===== src/rtl/cpu_mem_bridge.sv =====
// cpu_mem_bridge
//
// Bridge between the 16-bit CPU memory port and two targets: a
// fixed-latency synchronous RAM and a variable-latency memory-mapped I/O
// port with a ready handshake. Addresses at or above IO_BASE go to the
// I/O port and everything below goes to RAM. Read data returns to the CPU
// in order, one word per o_mem_rddatavalid pulse. o_mem_wait holds the CPU
// off whenever a request cannot be taken this cycle.
//
// Ports:
//   clk, reset          rising-edge clock, synchronous active-high reset
//   i_mem_*             CPU request (addr, rd, wr, wrdata)
//   o_mem_wait          combinational backpressure to the CPU
//   o_mem_rddata/valid  registered read response to the CPU
//   o_ram_*             RAM command (addr, rd/wr strobes, wrdata)
//   i_ram_rddata        RAM read data, RAM_LATENCY cycles after o_ram_rd
//   o_io_*              I/O request (offset, rd/wr held until ready, wrdata)
//   i_io_rddata/ready   I/O completion and read data
module cpu_mem_bridge #(
  parameter int          RAM_LATENCY     = 2,
  parameter int          MAX_OUTSTANDING = 2,
  parameter logic [15:0] IO_BASE         = 16'hFF00
) (
  input  logic        clk,
  input  logic        reset,
  input  logic [15:0] i_mem_addr,
  input  logic        i_mem_rd,
  input  logic        i_mem_wr,
  input  logic [15:0] i_mem_wrdata,
  output logic        o_mem_wait,
  output logic [15:0] o_mem_rddata,
  output logic        o_mem_rddatavalid,
  output logic [15:0] o_ram_addr,
  output logic        o_ram_rd,
  output logic        o_ram_wr,
  output logic [15:0] o_ram_wrdata,
  input  logic [15:0] i_ram_rddata,
  output logic [7:0]  o_io_addr,
  output logic        o_io_rd,
  output logic        o_io_wr,
  output logic [15:0] o_io_wrdata,
  input  logic [15:0] i_io_rddata,
  input  logic        i_io_ready
);

  typedef enum logic [1:0] {
    IDLE      = 2'd0,
    IO_ACCESS = 2'd1,
    IO_RESP   = 2'd2
  } state_t;

  localparam logic [2:0] MAX_CNT = 3'(MAX_OUTSTANDING);

  state_t state_q, state_d;

  logic        memReq;
  logic        reqIo;
  logic        memWait;
  logic        accept;
  logic        ramAccept;
  logic        ramReadAccept;

  logic [2:0]  count_q, count_d;

  logic        ramRd_q, ramWr_q;
  logic [15:0] ramAddr_q, ramWrdata_q;
  logic [RAM_LATENCY-1:0] valid_q;
  logic [RAM_LATENCY:0]   validShift;
  logic        ramTail;
  logic        ramRespValid_q;

  logic        rdValid_q, rdValid_d;
  logic [15:0] rdData_q, rdData_d;

  logic        ioRd_q, ioRd_d;
  logic        ioWr_q, ioWr_d;
  logic [7:0]  ioAddr_q, ioAddr_d;
  logic [15:0] ioWrdata_q, ioWrdata_d;
  logic [15:0] ioRdata_q, ioRdata_d;
  logic        ioRespValid;

  assign memReq        = i_mem_rd | i_mem_wr;
  assign reqIo         = (i_mem_addr >= IO_BASE);
  assign accept        = memReq & ~memWait;
  assign ramAccept     = accept & ~reqIo;
  assign ramReadAccept = ramAccept & i_mem_rd;

  // Backpressure. An I/O access must wait for every outstanding RAM read
  // to return so that responses can never overlap or come back out of
  // order; a RAM read waits when the return pipeline is already full.
  always_comb begin
    memWait = 1'b0;
    if (memReq) begin
      if (state_q != IDLE) begin
        memWait = 1'b1;
      end else if (reqIo && (count_q != 3'd0)) begin
        memWait = 1'b1;
      end else if (!reqIo && i_mem_rd && (count_q == MAX_CNT)) begin
        memWait = 1'b1;
      end
    end
  end

  // The valid shift register follows each RAM read strobe down the RAM's
  // fixed latency; its tail lines up with the cycle the RAM data is valid.
  assign validShift = {valid_q, ramRd_q};
  assign ramTail    = valid_q[RAM_LATENCY-1];

  // Outstanding-read counter: reads are counted in at accept and counted
  // out on the cycle their response is presented to the CPU.
  always_comb begin
    count_d = count_q;
    if (ramReadAccept && !ramRespValid_q) begin
      count_d = count_q + 3'd1;
    end else if (!ramReadAccept && ramRespValid_q) begin
      count_d = count_q - 3'd1;
    end
  end

  // Response mux. RAM and I/O responses cannot coincide because of the
  // ordering enforced by the backpressure logic.
  always_comb begin
    rdValid_d = 1'b0;
    rdData_d  = rdData_q;
    if (ramTail) begin
      rdValid_d = 1'b1;
      rdData_d  = i_ram_rddata;
    end else if (ioRespValid) begin
      rdValid_d = 1'b1;
      rdData_d  = ioRdata_q;
    end
  end

  // RAM command issue, return pipeline and the CPU response register.
  // A read with the write strobe also high is issued as a plain read.
  always_ff @(posedge clk) begin
    if (reset) begin
      ramRd_q        <= 1'b0;
      ramWr_q        <= 1'b0;
      ramAddr_q      <= 16'h0000;
      ramWrdata_q    <= 16'h0000;
      valid_q        <= '0;
      ramRespValid_q <= 1'b0;
      count_q        <= 3'd0;
      rdValid_q      <= 1'b0;
      rdData_q       <= 16'h0000;
    end else begin
      ramRd_q <= ramReadAccept;
      ramWr_q <= ramAccept & ~i_mem_rd;
      if (ramAccept) begin
        ramAddr_q   <= i_mem_addr;
        ramWrdata_q <= i_mem_wrdata;
      end
      valid_q        <= validShift[RAM_LATENCY-1:0];
      ramRespValid_q <= ramTail;
      count_q        <= count_d;
      rdValid_q      <= rdValid_d;
      rdData_q       <= rdData_d;
    end
  end

  // I/O FSM next state. The strobes are held from accept until ready is
  // seen; a completed read spends one cycle in IO_RESP to hand its captured
  // data to the response register.
  always_comb begin
    state_d     = state_q;
    ioRd_d      = ioRd_q;
    ioWr_d      = ioWr_q;
    ioAddr_d    = ioAddr_q;
    ioWrdata_d  = ioWrdata_q;
    ioRdata_d   = ioRdata_q;
    ioRespValid = 1'b0;
    case (state_q)
      IDLE: begin
        if (accept && reqIo) begin
          state_d    = IO_ACCESS;
          ioAddr_d   = i_mem_addr[7:0];
          ioWrdata_d = i_mem_wrdata;
          ioRd_d     = i_mem_rd;
          ioWr_d     = ~i_mem_rd;
        end
      end
      IO_ACCESS: begin
        if (i_io_ready) begin
          ioRd_d = 1'b0;
          ioWr_d = 1'b0;
          if (ioRd_q) begin
            ioRdata_d = i_io_rddata;
            state_d   = IO_RESP;
          end else begin
            state_d = IDLE;
          end
        end
      end
      IO_RESP: begin
        ioRespValid = 1'b1;
        state_d     = IDLE;
      end
      default: begin
        state_d = IDLE;
      end
    endcase
  end

  // I/O FSM state and request registers.
  always_ff @(posedge clk) begin
    if (reset) begin
      state_q    <= IDLE;
      ioRd_q     <= 1'b0;
      ioWr_q     <= 1'b0;
      ioAddr_q   <= 8'h00;
      ioWrdata_q <= 16'h0000;
      ioRdata_q  <= 16'h0000;
    end else begin
      state_q    <= state_d;
      ioRd_q     <= ioRd_d;
      ioWr_q     <= ioWr_d;
      ioAddr_q   <= ioAddr_d;
      ioWrdata_q <= ioWrdata_d;
      ioRdata_q  <= ioRdata_d;
    end
  end

  assign o_mem_wait        = memWait;
  assign o_mem_rddata      = rdData_q;
  assign o_mem_rddatavalid = rdValid_q;
  assign o_ram_addr        = ramAddr_q;
  assign o_ram_rd          = ramRd_q;
  assign o_ram_wr          = ramWr_q;
  assign o_ram_wrdata      = ramWrdata_q;
  assign o_io_addr         = ioAddr_q;
  assign o_io_rd           = ioRd_q;
  assign o_io_wr           = ioWr_q;
  assign o_io_wrdata       = ioWrdata_q;

endmodule


===== config.mk =====
export PLATFORM = sky130hd
export DESIGN_NAME = cpu_mem_bridge
export DESIGN_NICKNAME = d
export VERILOG_FILES = /design/src/rtl/cpu_mem_bridge.sv
export SDC_FILE = /design/constraint.sdc
export NUM_CORES = 1
export LEC_CHECK = 0
export ABC_AREA = 1
export CORE_MARGIN = 2
export CORE_UTILIZATION = 45
export CTS_CLUSTER_SIZE = 20
export DETAILED_ROUTE_END_ITERATION = 8
export GPL_TIMING_DRIVEN = 0
export PLACE_DENSITY = 0.92
export REMOVE_ABC_BUFFERS = 1
export SLEW_MARGIN = 20
export SYNTH_ARGS = -nofsm -noshare
export SYNTH_HDL_FRONTEND = slang
export SYNTH_SLANG_ARGS = --single-unit
export TNS_END_PERCENT = 20

===== constraint.sdc =====
create_clock -name clk -period 5.2 [get_ports clk]
set_clock_uncertainty 0.1 [all_clocks]
set_input_delay 0.52 -clock clk [delete_from_list [all_inputs] [get_ports clk]]
set_output_delay 0.52 -clock clk [all_outputs]
set_load 0.02 [all_outputs]

* Word-level counts from Yosys, hierarchy flattened
Index checks and enable logic that the tools add are counted.
** Word-level totals
- Input port bits :: 69
- Register bits after elaboration :: 101
- Word-level logic and storage cells :: 70
** Operators by class
- Bitwise logic cells :: 8
- Equal/unequal tests :: 5
- Mux-type cells :: 20
- $lt $le $gt $ge :: 1
- Add/subtract/negate cells :: 2
- Reduce and logical (&&, ||, !) cells :: 19
** Operators by type and width (count)
- 2-to-1 mux 16 bit :: 2
- >= comparator 16 bit (second input constant) :: 1
- 2-to-1 mux 1 bit :: 10
- nonzero test 2 bit :: 4
- logical AND 1 bit :: 6
- 2-to-1 mux 2 bit :: 3
- 2-to-1 mux 3 bit :: 2
- AND reduction 3 bit :: 2
- bitwise AND 1 bit :: 4
- inequality test 2 bit (second input constant) :: 2
- case mux 1 bit (2 select lines) :: 2
- case mux 2 bit (2 select lines) :: 1
- AND reduction 2 bit :: 2
- adder 3 x 1 -> 3 bit (second input constant) :: 1
- equality test 3 x 2 -> 1 bit (second input constant) :: 1
- logical NOT 1 bit :: 3
- inverter 1 bit :: 3
- nonzero test 3 bit :: 1
- subtractor 3 x 1 -> 3 bit (second input constant) :: 1
- equality test 2 x 1 -> 1 bit (second input constant) :: 1
- equality test 2 bit (second input constant) :: 1
- logical NOT 2 bit :: 1
- OR 1 bit :: 1

* Logic depth before layout (Yosys ltp)
- Word-level depth :: 16
- Gate-level depth with buffers :: 17
- Gate-level depth less buffers :: 15

* Worst setup path after synthesis
Ideal clock, no wire load.
- Path type :: input -> register
- Start :: input i_mem_addr[12]
- End :: register count_q[2]
- Setup slack :: 2.576 ns
- Setup time :: 0.122 ns
- Required time :: 4.978 ns
- Arrival time :: 2.402 ns
- Stages on the path :: 17
- Cell sequence :: nand2_1 nor2_2 nand2_4 nand2_1 nand2_1 and3_1 buf_6 nand2_8 buf_6 nor2_1 ha_1 inv_1 fa_1 a21oi_1 o21ai_0 o21ai_0 a21oi_1
** On the way
- Word-level cells in the longest chain between the ends :: 15
- Elaborated cells between the ends (all ways) :: 19
- Classes of those cells :: order compare: 1; mux: 5; bitwise: 5; reduce/logical: 8
** Ends and longest elaborated chain
- start, declared :: RTL line 26 : input logic [15:0] i_mem_addr,
- >= comparator 16 bit * :: RTL line 83 : assign reqIo = (i_mem_addr >= IO_BASE);
- logical NOT 1 bit :: RTL line 98 : end else if (!reqIo && i_mem_rd && (count_q == MAX_CNT)) begin
- logical AND 1 bit (2 in a row) :: RTL line 98
- 2-to-1 mux 1 bit :: RTL line 98
- 2-to-1 mux 1 bit :: RTL line 96 : end else if (reqIo && (count_q != 3'd0)) begin
- 2-to-1 mux 1 bit :: RTL line 94 : if (state_q != IDLE) begin
- 2-to-1 mux 1 bit :: RTL line 93 : if (memReq) begin
- inverter 1 bit :: RTL line 84 : assign accept = memReq & ~memWait;
- bitwise AND 1 bit :: RTL line 84
- bitwise AND 1 bit * :: RTL line 85 : assign ramAccept = accept & ~reqIo;
- bitwise AND 1 bit * :: RTL line 86 : assign ramReadAccept = ramAccept & i_mem_rd;
- named net ramReadAccept :: RTL line 61 : logic ramReadAccept;
- logical NOT 1 bit :: RTL line 115 : end else if (!ramReadAccept && ramRespValid_q) begin
- logical AND 1 bit :: RTL line 115
- nonzero test 2 bit (no source line)
- end signal, assigned :: RTL line 156 : count_q <= count_d;
- end, declared :: RTL line 63 : logic [2:0] count_q, count_d;
The timed path passes the listed nets; every way through them passes the cells marked *.
A chain may end at the register's enable or synchronous reset.

* Worst setup path in the final report
- Start :: input i_mem_addr[9]
- End :: register count_q[2]
Same word-level chain as after synthesis.

==> flow_metrics.tcl <==
set metrics [dict create \
    start_util_pct 46.4 \
    grt_pass1_wl_um 15800 \
    rsz0062_at_grt "no" \
    grt_usage_pct 21.7 \
    drive_gt1_share_pct 3.92 \
    path_common_cell "nand2_1" \
    synth_cell_types 23 \
    cts-hold-fix-buffers 0 \
    wire_per_inst_um 14.2 \
    required_ns 5.34 \
    antenna_left 0 \
    place_hpwl_um 7100 \
    finalWeightedCongestion 0.800 \
    total_power_mw 1.53 \
    r2r_start "count_q[0]" \
    diodes 0 \
    worstMarginPinSlew_ns 1.10 \
    post_cts_buffers 0 \
    syn_area_per_cell_um2 7.88 \
    reg2reg_slack_ns 1.95 \
    grt_pass1_vias 3433 \
    final_nets 679 \
    period_needed_ns 3.86 \
    fp-row-count 33 \
    dieWidth_um 95.8 \
    ir_drop_v 0.000188 \
    setup_viol 0 \
    cts.sinks 101 \
    cts.repair.resized 0 \
    io_pins 147 \
    hold_ws_ns 0.319 \
    dpl_cell_area_um2 5260 \
    wl_um 10200 \
    insertion_delay_ns 0.34 \
    wl_met1_um 4220 \
    area_growth_syn_to_layout_pct 43.2 \
    powerDensity_nw_per_um2 281 \
    cp-end-kind "flip-flop" \
    vias_per_cell 5.21 \
    arrival_ns 3.99 \
    reg2reg_depth 14 \
    ys_seq_elements 101 \
    dp_cells 702 \
    path_class "input pin to flip-flop" \
    fin_cells 718 \
    crit_slowest_cell "and3_2" \
    path_max_fanout 35 \
    maxSlewViolCount 0 \
    yosysWarnings 0 \
    topRoutingLayerUsed "met4" \
    dr.first_iter.drc_count 131 \
    dr_wl_met2_um 4990 \
    drc 0 \
    setup_tns_ns 0 \
    clk_path_buf_depth 2 \
    htreeDepth 3 \
    syn_area_um2 3790 \
    cts_root_buffer "clkbuf_8" \
    hold_viol 0 \
    core_um2 8180 \
    cts_tree "done" \
    via_count 3742 \
    fin_crit_sh_pct 74.2 \
    grt_overflow 0 \
    slew-limit-headroom_pct 26.5 \
    grt_max_degree 48 \
    clkTransAtPathRegs_ns 0.09 \
    ys_seq_area_share_pct 53.3 \
    outcome "completed" \
    crit_end "count_q[2]" \
    fmax_mhz 259 \
    cp-start-kind "input pin" \
    io_buffers 146 \
    total_leakage_power_nw 1.96 \
    fill_cells 641 \
    worstReg2RegEnd "count_q[2]" \
    cp_slowest_stage_delay_ns 0.65 \
    cts_buffers 9 \
    grt_antenna_before_repair 0 \
    dieHeight_um 95.8 \
    dieArea_um2 9170 \
    crit_chain "clkdlybuf4s50_1 -> nand2_1 -> nor2_2 -> nand2_4 -> nand2_1 -> nand2_1 -> and3_2 -> nand2_8 -> nor2_1 -> ha_1 -> inv_1 -> fa_1 -> a21oi_1 -> o21ai_0 -> o21ai_0 -> a21oi_1" \
    startpoint "i_mem_addr[9]" \
    wl_met3_um 897 \
    cap_violations 0 \
    synthCells 481 \
    hold_class "flip-flop to flip-flop" \
    fin_area_um2 5430 \
    firstDrtPassIters 5 \
]
==> cells by family after synthesis <==
family                   count (synthesis)  share of synthesized area, %
AO/OA/AOI/OAI                          126                          17.2
AND/OR/NAND/NOR                        178                          20.2
adder cells (fa/ha/maj)                  2                         0.858
flip-flops                             101                          53.3
buffers and inverters                   74                          8.35
==> critical path: cells and delay by family <==
| family | cells | cell delay [ns] |
|---|---|---|
| adders and majority gates | 2 | 0.57 |
| buffers and inverters | 2 | 0.51 |
| and+or+nand+nor | 8 | 1.85 |
| AOI/OAI and AO/OA | 4 | 0.54 |
==> per-layer routing <==
| metal | global-route usage (%) | up-vias |
|---|---|---|
| met5 | 0 | - |
| met4 | 4.88 | 0 |
| met3 | 6.19 | 8 |
| met2 | 38.1 | 168 |
| met1 | 26.4 | 1729 |
| li1 | - | 1837 |
==> registers in the layout (all words and copies together) (netlist names), 2 cells and up <==
| register | flops |
|---|---|
| o_io_addr | 8 |
| valid_q | 2 |
| count_q | 3 |
| o_io_wrdata | 16 |
| ioRdata_q | 16 |
| o_ram_addr | 16 |
| state_q | 2 |
| o_ram_wrdata | 16 |
| o_mem_rddata | 16 |
==> area by class of cell <==
cell class,count,area (um2),area share [%]
timing repair buffer,149,1500,27.6
inverter,41,154,2.83
clock inverter,5,37.5,0.691
clock buffer,11,131,2.42
multi-input combinational,306,1450,26.8
tap,105,131,2.42
sequential,101,2020,37.2
==> cell usage after synthesis <==
cell type,count,area [um2]
a21oi_1,62,310
nand4_1,1,6.26
a31oi_1,16,100
clkbuf_1,19,71.3
nor3_1,1,5.00
and3_1,1,6.26
inv_1,40,150
nand2_1,76,285
ha_1,1,12.5
fa_1,1,20.0
buf_6,4,45.0
a21boi_0,1,7.51
buf_2,7,35.0
nor2_1,44,165
nor2_2,2,12.5
nand3_1,51,255
clkinv_1,1,3.75
o21ai_0,43,215
nand2_4,1,11.3
dfxtp_1,101,2020
nand2_8,1,20.0
buf_1,3,11.3
o21ai_1,4,20.0
==> worst min-delay path by stage <==
stage,start,to,slack [ns],cells after the start
3_5_place_dp,valid_q[0],valid_q[1],0.31,2
3_3_place_gp,valid_q[0],valid_q[1],0.30,2
4_1_cts,valid_q[0],valid_q[1],0.32,2
2_1_floorplan,valid_q[0],valid_q[1],0.29,2
5_1_grt,valid_q[0],valid_q[1],0.33,2
6_report,valid_q[0],valid_q[1],0.32,2
==> where the power goes <==
group          internal, mW  switching, mW  total, mW
Sequential            0.806         0.0187      0.824
Clock                 0.176          0.259      0.435
Combinational         0.128          0.138      0.266
Total                  1.11          0.416       1.53
==> cells in the final DEF (no fill, tap or decap), types with 2 or more instances in the layout <==
master           instances
clkbuf_8                 9
a31oi_1                 16
clkinvlp_4               2
buf_6                    2
nand3_1                 51
clkbuf_1                 2
clkdlybuf4s50_1        145
a21oi_1                 62
nor2_2                   2
dfxtp_1                101
o21ai_0                 43
inv_1                   39
clkinv_4                 2
o21ai_1                  4
nor2_1                  44
nand2_1                 76
==> through the flow <==
stage | setup slack [ns] | utilization, %
global placement | 0.650 | 63.9
floorplan | 1.80 | -
global route | 1.17 | 66.4
detailed placement | 1.03 | 64.3
CTS | 1.40 | 66.4
finish | 1.34 | 66.4
Note: power is estimated with default switching activity, not from simulation.
